===== src/rtl/banco_registradores_mp_pkg.sv =====
// Shared MIPS register-file package.
// Holds the default data/address widths, the hardwired zero register
// address and the read-source priority encoding used by the bypass muxes.
package banco_registradores_mp_pkg;

  localparam int WIDTH_DEF = 32;
  localparam int ADDR_DEF  = 5;
  localparam int ZERO_ADDR = 0;

  // Read-source select. Priority: zero register, then write port 1
  // (memory), then write port 0 (ALU), then array contents.
  typedef enum logic [1:0] {
    SEL_ARRAY = 2'd0,
    SEL_WR0   = 2'd1,
    SEL_WR1   = 2'd2,
    SEL_ZERO  = 2'd3
  } rd_sel_e;

  function automatic rd_sel_e rd_sel(input logic zero_hit, input logic hit1,
                                     input logic hit0);
    if (zero_hit)  return SEL_ZERO;
    else if (hit1) return SEL_WR1;
    else if (hit0) return SEL_WR0;
    else           return SEL_ARRAY;
  endfunction

endpackage


===== src/rtl/banco_registradores_mp_scoreboard.sv =====
// reg_scoreboard: per-register pending (reservation) vector.
// Ports:
//   clock, reset          - clock, async active-high reset
//   reserve, reserve_reg  - mark a register pending (load issued)
//   wr0_en/wr0_reg,
//   wr1_en/wr1_reg        - qualified write hits (zero-register writes removed)
//   read1, read2          - read addresses
//   busy1, busy2          - pending and not being completed this cycle
module reg_scoreboard
  import banco_registradores_mp_pkg::*;
#(
  parameter int ADDR     = ADDR_DEF,
  parameter bit ZERO_REG = 1'b1
) (
  input  logic            clock,
  input  logic            reset,
  input  logic            reserve,
  input  logic [ADDR-1:0] reserve_reg,
  input  logic            wr0_en,
  input  logic [ADDR-1:0] wr0_reg,
  input  logic            wr1_en,
  input  logic [ADDR-1:0] wr1_reg,
  input  logic [ADDR-1:0] read1,
  input  logic [ADDR-1:0] read2,
  output logic            busy1,
  output logic            busy2
);

  localparam int DEPTH = 2 ** ADDR;

  logic [DEPTH-1:0] pending, set_v, clr_v;

  always_comb begin
    set_v = '0;
    clr_v = '0;
    if (reserve && !(ZERO_REG && reserve_reg == ADDR'(ZERO_ADDR)))
      set_v[reserve_reg] = 1'b1;
    if (wr0_en) clr_v[wr0_reg] = 1'b1;
    if (wr1_en) clr_v[wr1_reg] = 1'b1;
  end

  // Set is applied after clear: a reserve in the same cycle as a write
  // means a newer producer exists, so the register stays pending.
  always_ff @(posedge clock or posedge reset) begin
    if (reset) pending <= '0;
    else       pending <= (pending & ~clr_v) | set_v;
  end

  // A completing write bypasses its data, so busy drops the same cycle.
  assign busy1 = pending[read1] && !clr_v[read1];
  assign busy2 = pending[read2] && !clr_v[read2];

endmodule


===== src/rtl/banco_registradores_mp.sv =====
// banco_registradores_mp: 2-write / 2-read register file with zero register,
// same-cycle write-to-read bypass and a per-register pending scoreboard.
// Ports:
//   clock, reset                      - clock, async active-high reset
//   Read1/Read2 -> Data1/Data2        - combinational reads with bypass
//   Busy1/Busy2                       - read register has an outstanding reserve
//   RegWrite0/WriteReg0/WriteData0    - ALU write-back (lower priority)
//   RegWrite1/WriteReg1/WriteData1    - memory write-back (higher priority)
//   Reserve/ReserveReg                - mark register pending
module banco_registradores_mp
  import banco_registradores_mp_pkg::*;
#(
  parameter int WIDTH    = WIDTH_DEF,
  parameter int ADDR     = ADDR_DEF,
  parameter bit ZERO_REG = 1'b1
) (
  input  logic             clock,
  input  logic             reset,
  input  logic [ADDR-1:0]  Read1,
  input  logic [ADDR-1:0]  Read2,
  output logic [WIDTH-1:0] Data1,
  output logic [WIDTH-1:0] Data2,
  output logic             Busy1,
  output logic             Busy2,
  input  logic             RegWrite0,
  input  logic [ADDR-1:0]  WriteReg0,
  input  logic [WIDTH-1:0] WriteData0,
  input  logic             RegWrite1,
  input  logic [ADDR-1:0]  WriteReg1,
  input  logic [WIDTH-1:0] WriteData1,
  input  logic             Reserve,
  input  logic [ADDR-1:0]  ReserveReg
);

  localparam int DEPTH = 2 ** ADDR;

  logic [DEPTH-1:0][WIDTH-1:0] regs;
  logic    wr0_ok, wr1_ok;
  rd_sel_e sel1, sel2;

  // Writes to the hardwired zero register are dropped before they reach
  // the array, the bypass or the scoreboard.
  assign wr0_ok = RegWrite0 && !(ZERO_REG && WriteReg0 == ADDR'(ZERO_ADDR));
  assign wr1_ok = RegWrite1 && !(ZERO_REG && WriteReg1 == ADDR'(ZERO_ADDR));

  // Port 1 is written last so it wins on an address collision.
  always_ff @(posedge clock or posedge reset) begin
    if (reset) regs <= '0;
    else begin
      if (wr0_ok) regs[WriteReg0] <= WriteData0;
      if (wr1_ok) regs[WriteReg1] <= WriteData1;
    end
  end

  assign sel1 = rd_sel(ZERO_REG && Read1 == ADDR'(ZERO_ADDR),
                       wr1_ok && WriteReg1 == Read1,
                       wr0_ok && WriteReg0 == Read1);
  assign sel2 = rd_sel(ZERO_REG && Read2 == ADDR'(ZERO_ADDR),
                       wr1_ok && WriteReg1 == Read2,
                       wr0_ok && WriteReg0 == Read2);

  always_comb begin
    Data1 = regs[Read1];
    unique case (sel1)
      SEL_ZERO: Data1 = '0;
      SEL_WR1:  Data1 = WriteData1;
      SEL_WR0:  Data1 = WriteData0;
      default:  Data1 = regs[Read1];
    endcase
  end

  always_comb begin
    Data2 = regs[Read2];
    unique case (sel2)
      SEL_ZERO: Data2 = '0;
      SEL_WR1:  Data2 = WriteData1;
      SEL_WR0:  Data2 = WriteData0;
      default:  Data2 = regs[Read2];
    endcase
  end

  reg_scoreboard #(.ADDR(ADDR), .ZERO_REG(ZERO_REG)) u_sb (
    .clock       (clock),
    .reset       (reset),
    .reserve     (Reserve),
    .reserve_reg (ReserveReg),
    .wr0_en      (wr0_ok),
    .wr0_reg     (WriteReg0),
    .wr1_en      (wr1_ok),
    .wr1_reg     (WriteReg1),
    .read1       (Read1),
    .read2       (Read2),
    .busy1       (Busy1),
    .busy2       (Busy2)
  );

endmodule

===== config.mk =====
export PLATFORM = sky130hd
export DESIGN_NAME = banco_registradores_mp
export DESIGN_NICKNAME = d
export VERILOG_FILES = /design/src/rtl/banco_registradores_mp_pkg.sv /design/src/rtl/banco_registradores_mp_scoreboard.sv /design/src/rtl/banco_registradores_mp.sv
export SDC_FILE = /design/constraint.sdc
export NUM_CORES = 2
export LEC_CHECK = 0
export ABC_AREA = 0
export BUFFER_PORTS_ARGS = -buffer_cell sky130_fd_sc_hd__buf_2
export CORE_MARGIN = 2
export CORE_UTILIZATION = 50
export DETAILED_ROUTE_END_ITERATION = 7
export GPL_ROUTABILITY_DRIVEN = 0
export PLACE_DENSITY = 0.66
export SLEW_MARGIN = 30
export SYNTH_ARGS = -nofsm -noshare
export SYNTH_HDL_FRONTEND = slang
export SYNTH_HIERARCHICAL = 1
export SYNTH_SLANG_ARGS = --single-unit

===== constraint.sdc =====
create_clock -name clock -period 96.2 [get_ports clock]
set_clock_uncertainty 0.2 [all_clocks]
set_input_delay 19.24 -clock clock [delete_from_list [all_inputs] [get_ports clock]]
set_output_delay 19.24 -clock clock [all_outputs]
set_load 0.01 [all_outputs]

==> metrics <==
yosys warns=6; DRC viols=2; synth cell count leaders=dfrtp_1, mux2i_1, a21oi_1; worst r2r src=regs[592]; Mapped Cells=approximately 6700; critical path arrival=around 24 ns; EDFF count, synth=0; MaxCap Viol Count=0; WHS Path Cells=0; worst-margin pin slew=between 1 and 1.5 ns; HP Class=reg2reg; r2r setup slk=between 90 and 100 ns; Worst setup startpoint=Read1[3]; most frequent cell after synthesis=dfrtp_1; number of core rows=between 100 and 150; Most common cell on crit path=buf_4; final wirelength=273000 um; Routed Antenna Nets=0; Reg2Reg Depth=2; port buffer count=about 160; Pre-Repair DR Iteration Count=8; placed cell count=7860; Slew headroom=0.270; Synth Net Count=a little under 7000; Worst-Skew Late Latency=around 0.76 ns; Die Ht=about 370 um; largest net degree at the start of global routing=170; initial antenna violation count=30; largest buffer count on any clock path=3; Die ar.=roughly 140000 sq um; CTS Hold Bufs=0; Hold Violations, Final=0; Worst Hold End=regs[14]; Req. time, crit path=about 77 ns; number of gates resized after cts=0; HPWL after DPL=around 150000 um; asr flop ratio synth=1.00; Clk pin slew, worst setup/hold paths=about 0.060 ns; unique cell type count in the Yosys netlist=74; Top FF cell, synth=dfrtp_1; WS Path Type=in2out; CP max stage cell=buf_4; sequential share of the synthesized area=0.395; Synth area leaders=dfrtp_1, mux4_2, mux2i_1; setup_tns=0 ns; share of the synthesized area in the top cell type=0.395; synthesis-stage register bit count=1056; Nets=about 6300; PD cells=~21 nW/um^2; max-slew violations=0; H-tree levels=3; post-route non-filler standard cell count=8094; failing checks=design-rule violations; Area growth, synth to finish=8.22%; Cell Area, Placed=about 68000 sq um; Worst setup EP type=output port; unrepaired setup endpoints after global routing=false; clock root buffer=clkbuf_16; area leader, netlist=dfrtp_1; GRT Util Overall=0.395; global route overflow=0; Min-Delay Startpoint=regs[14]; final instance area=72400 sq um; CTS tree=done; crit-path max FO=34; LEAKAGE=between 30 and 40 nW; share of cells above drive strength 1=0.166; clock sinks=~1100; period utilization=0.448; fmax=approximately 23 MHz; CP Cell Sequence=buf_4 > buf_4 > xnor2_1 > nand3_1 > nor4_4 > buf_4 > or3_2 > buf_4 > o2111ai_2 > buf_2; Initial Util=0.502; Mapped Area=approximately 67000 sq um; Core Footprint=roughly 130000 sq um; vias post-DR=58063; I/O pin cnt=160; Iteration-0 DRC Markers=9940; Die Width=about 370 um; WL/cell=~34 um; status=complete, but fails checks; minimum clock period=roughly 43 ns; crit start category=input pin; VDD IR-drop max=~20 uV; DR vias/cell=7.17; CP peak stage delay=0.81 ns; reg-to-reg endpoint=regs[592]; final setup vio count=0; total CTS buffers=119; vias in the first global route=about 55000; post-CTS setup buffer count=0; Synth Area per Inst=~10 sq um; first-pass GRT wire length=just under 400000 um
## cell usage in the layout (no fill, tap or decap), types with 32 or more instances in the layout
cell / synthesis / routed
a21oi_1: 824 / 824
a221oi_1: 32 / 32
a22o_1: 59 / 59
a22oi_1: 102 / 102
buf_2: 134 / 153
buf_4: 12 / 86
clkbuf_16: 0 / 120
dfrtp_1: 1056 / 1056
inv_1: 46 / 45
mux2i_1: 976 / 976
mux4_2: 463 / 463
nand2_1: 521 / 485
nand3_1: 78 / 76
nor2_1: 789 / 764
nor3_1: 41 / 39
nor4_1: 64 / 63
o21ai_0: 394 / 393
o221ai_1: 36 / 36
o22ai_1: 105 / 105
or4_1: 33 / 32
## sequential cells by signal, indices dropped and copies added, names as in the netlist
signal,flops
u_sb/pending,32
regs,1024
## metrics by stage
step / util / worst slack, ns / hold WS, ns / total power [mW]
global placement: 0.510 / 53.36 / 0.186 / 1.02
floorplan: - / 47.94 / 0.241 / 0.917
CTS: 0.542 / 53.34 / 0.200 / 1.50
global route: 0.543 / 53.03 / 0.212 / 1.57
finish: 0.543 / 53.08 / 0.203 / 1.52
detailed placement: 0.513 / 53.35 / 0.187 / 1.04
## routing by layer
layer  share of wire  global-route usage  vias to the layer above
li1                -                   -                    23493
met5          0.0019             0.00534                        -
met2            0.41               0.543                     4916
met4           0.074               0.238                       44
met3            0.15               0.165                     1254
met1            0.36               0.517                    28356
## cells by family (layout without fill, tap and decap cells)
kind of cell              count (synthesis)  count (layout)  synth area share
and+or+nand+nor                        1632            1632             0.104
other                                     0              16                 0
xor gates and xnor gates                 20              20           0.00262
AOI/OAI and AO/OA                      1635            1635             0.143
buffers and inverters                   869             526            0.0524
muxes                                  1441            1441             0.302
DFF                                    1056            1056             0.395
## report_power, final
part / internal [mW] / switching [mW] / leakage (nW)
Sequential: 0.560 / 0.101 / 12.9
Clock: 0.265 / 0.206 / 1.93
Combinational: 0.198 / 0.188 / 16.2
## area by class of cell
class / count / area, sq um
fill: 11534 / 60800
multi-input combinational: 4728 / 37700
sequential: 1056 / 26400
clock buffer: 172 / 3450
tap: 1768 / 2210
timing repair buffer: 265 / 1860
clock inverter: 43 / 487
inverter: 46 / 180
antenna: 16 / 40.0
## how the worst max path moves through the flow
stage | end | slack, ns | cells after the start
2_1_floorplan | regs[0] | 47.94 | 1
3_3_place_gp | Data1[19] | 53.36 | 8
3_5_place_dp | Data2[3] | 53.35 | 8
4_1_cts | Data1[19] | 53.34 | 11
5_1_grt | Data2[3] | 53.03 | 8
6_report | Data1[1] | 53.08 | 10
## worst max-delay path, delay by kind of cell
| family | cells | cell delay (ns) |
|---|---|---|
| buffers and inverters | 5 | 2.77 |
| AO/OA/AOI/OAI | 1 | 0.39 |
| XOR/XNOR | 1 | 0.20 |
| AND/OR/NAND/NOR | 3 | 0.94 |
Note: power is estimated with default switching activity, not from simulation.
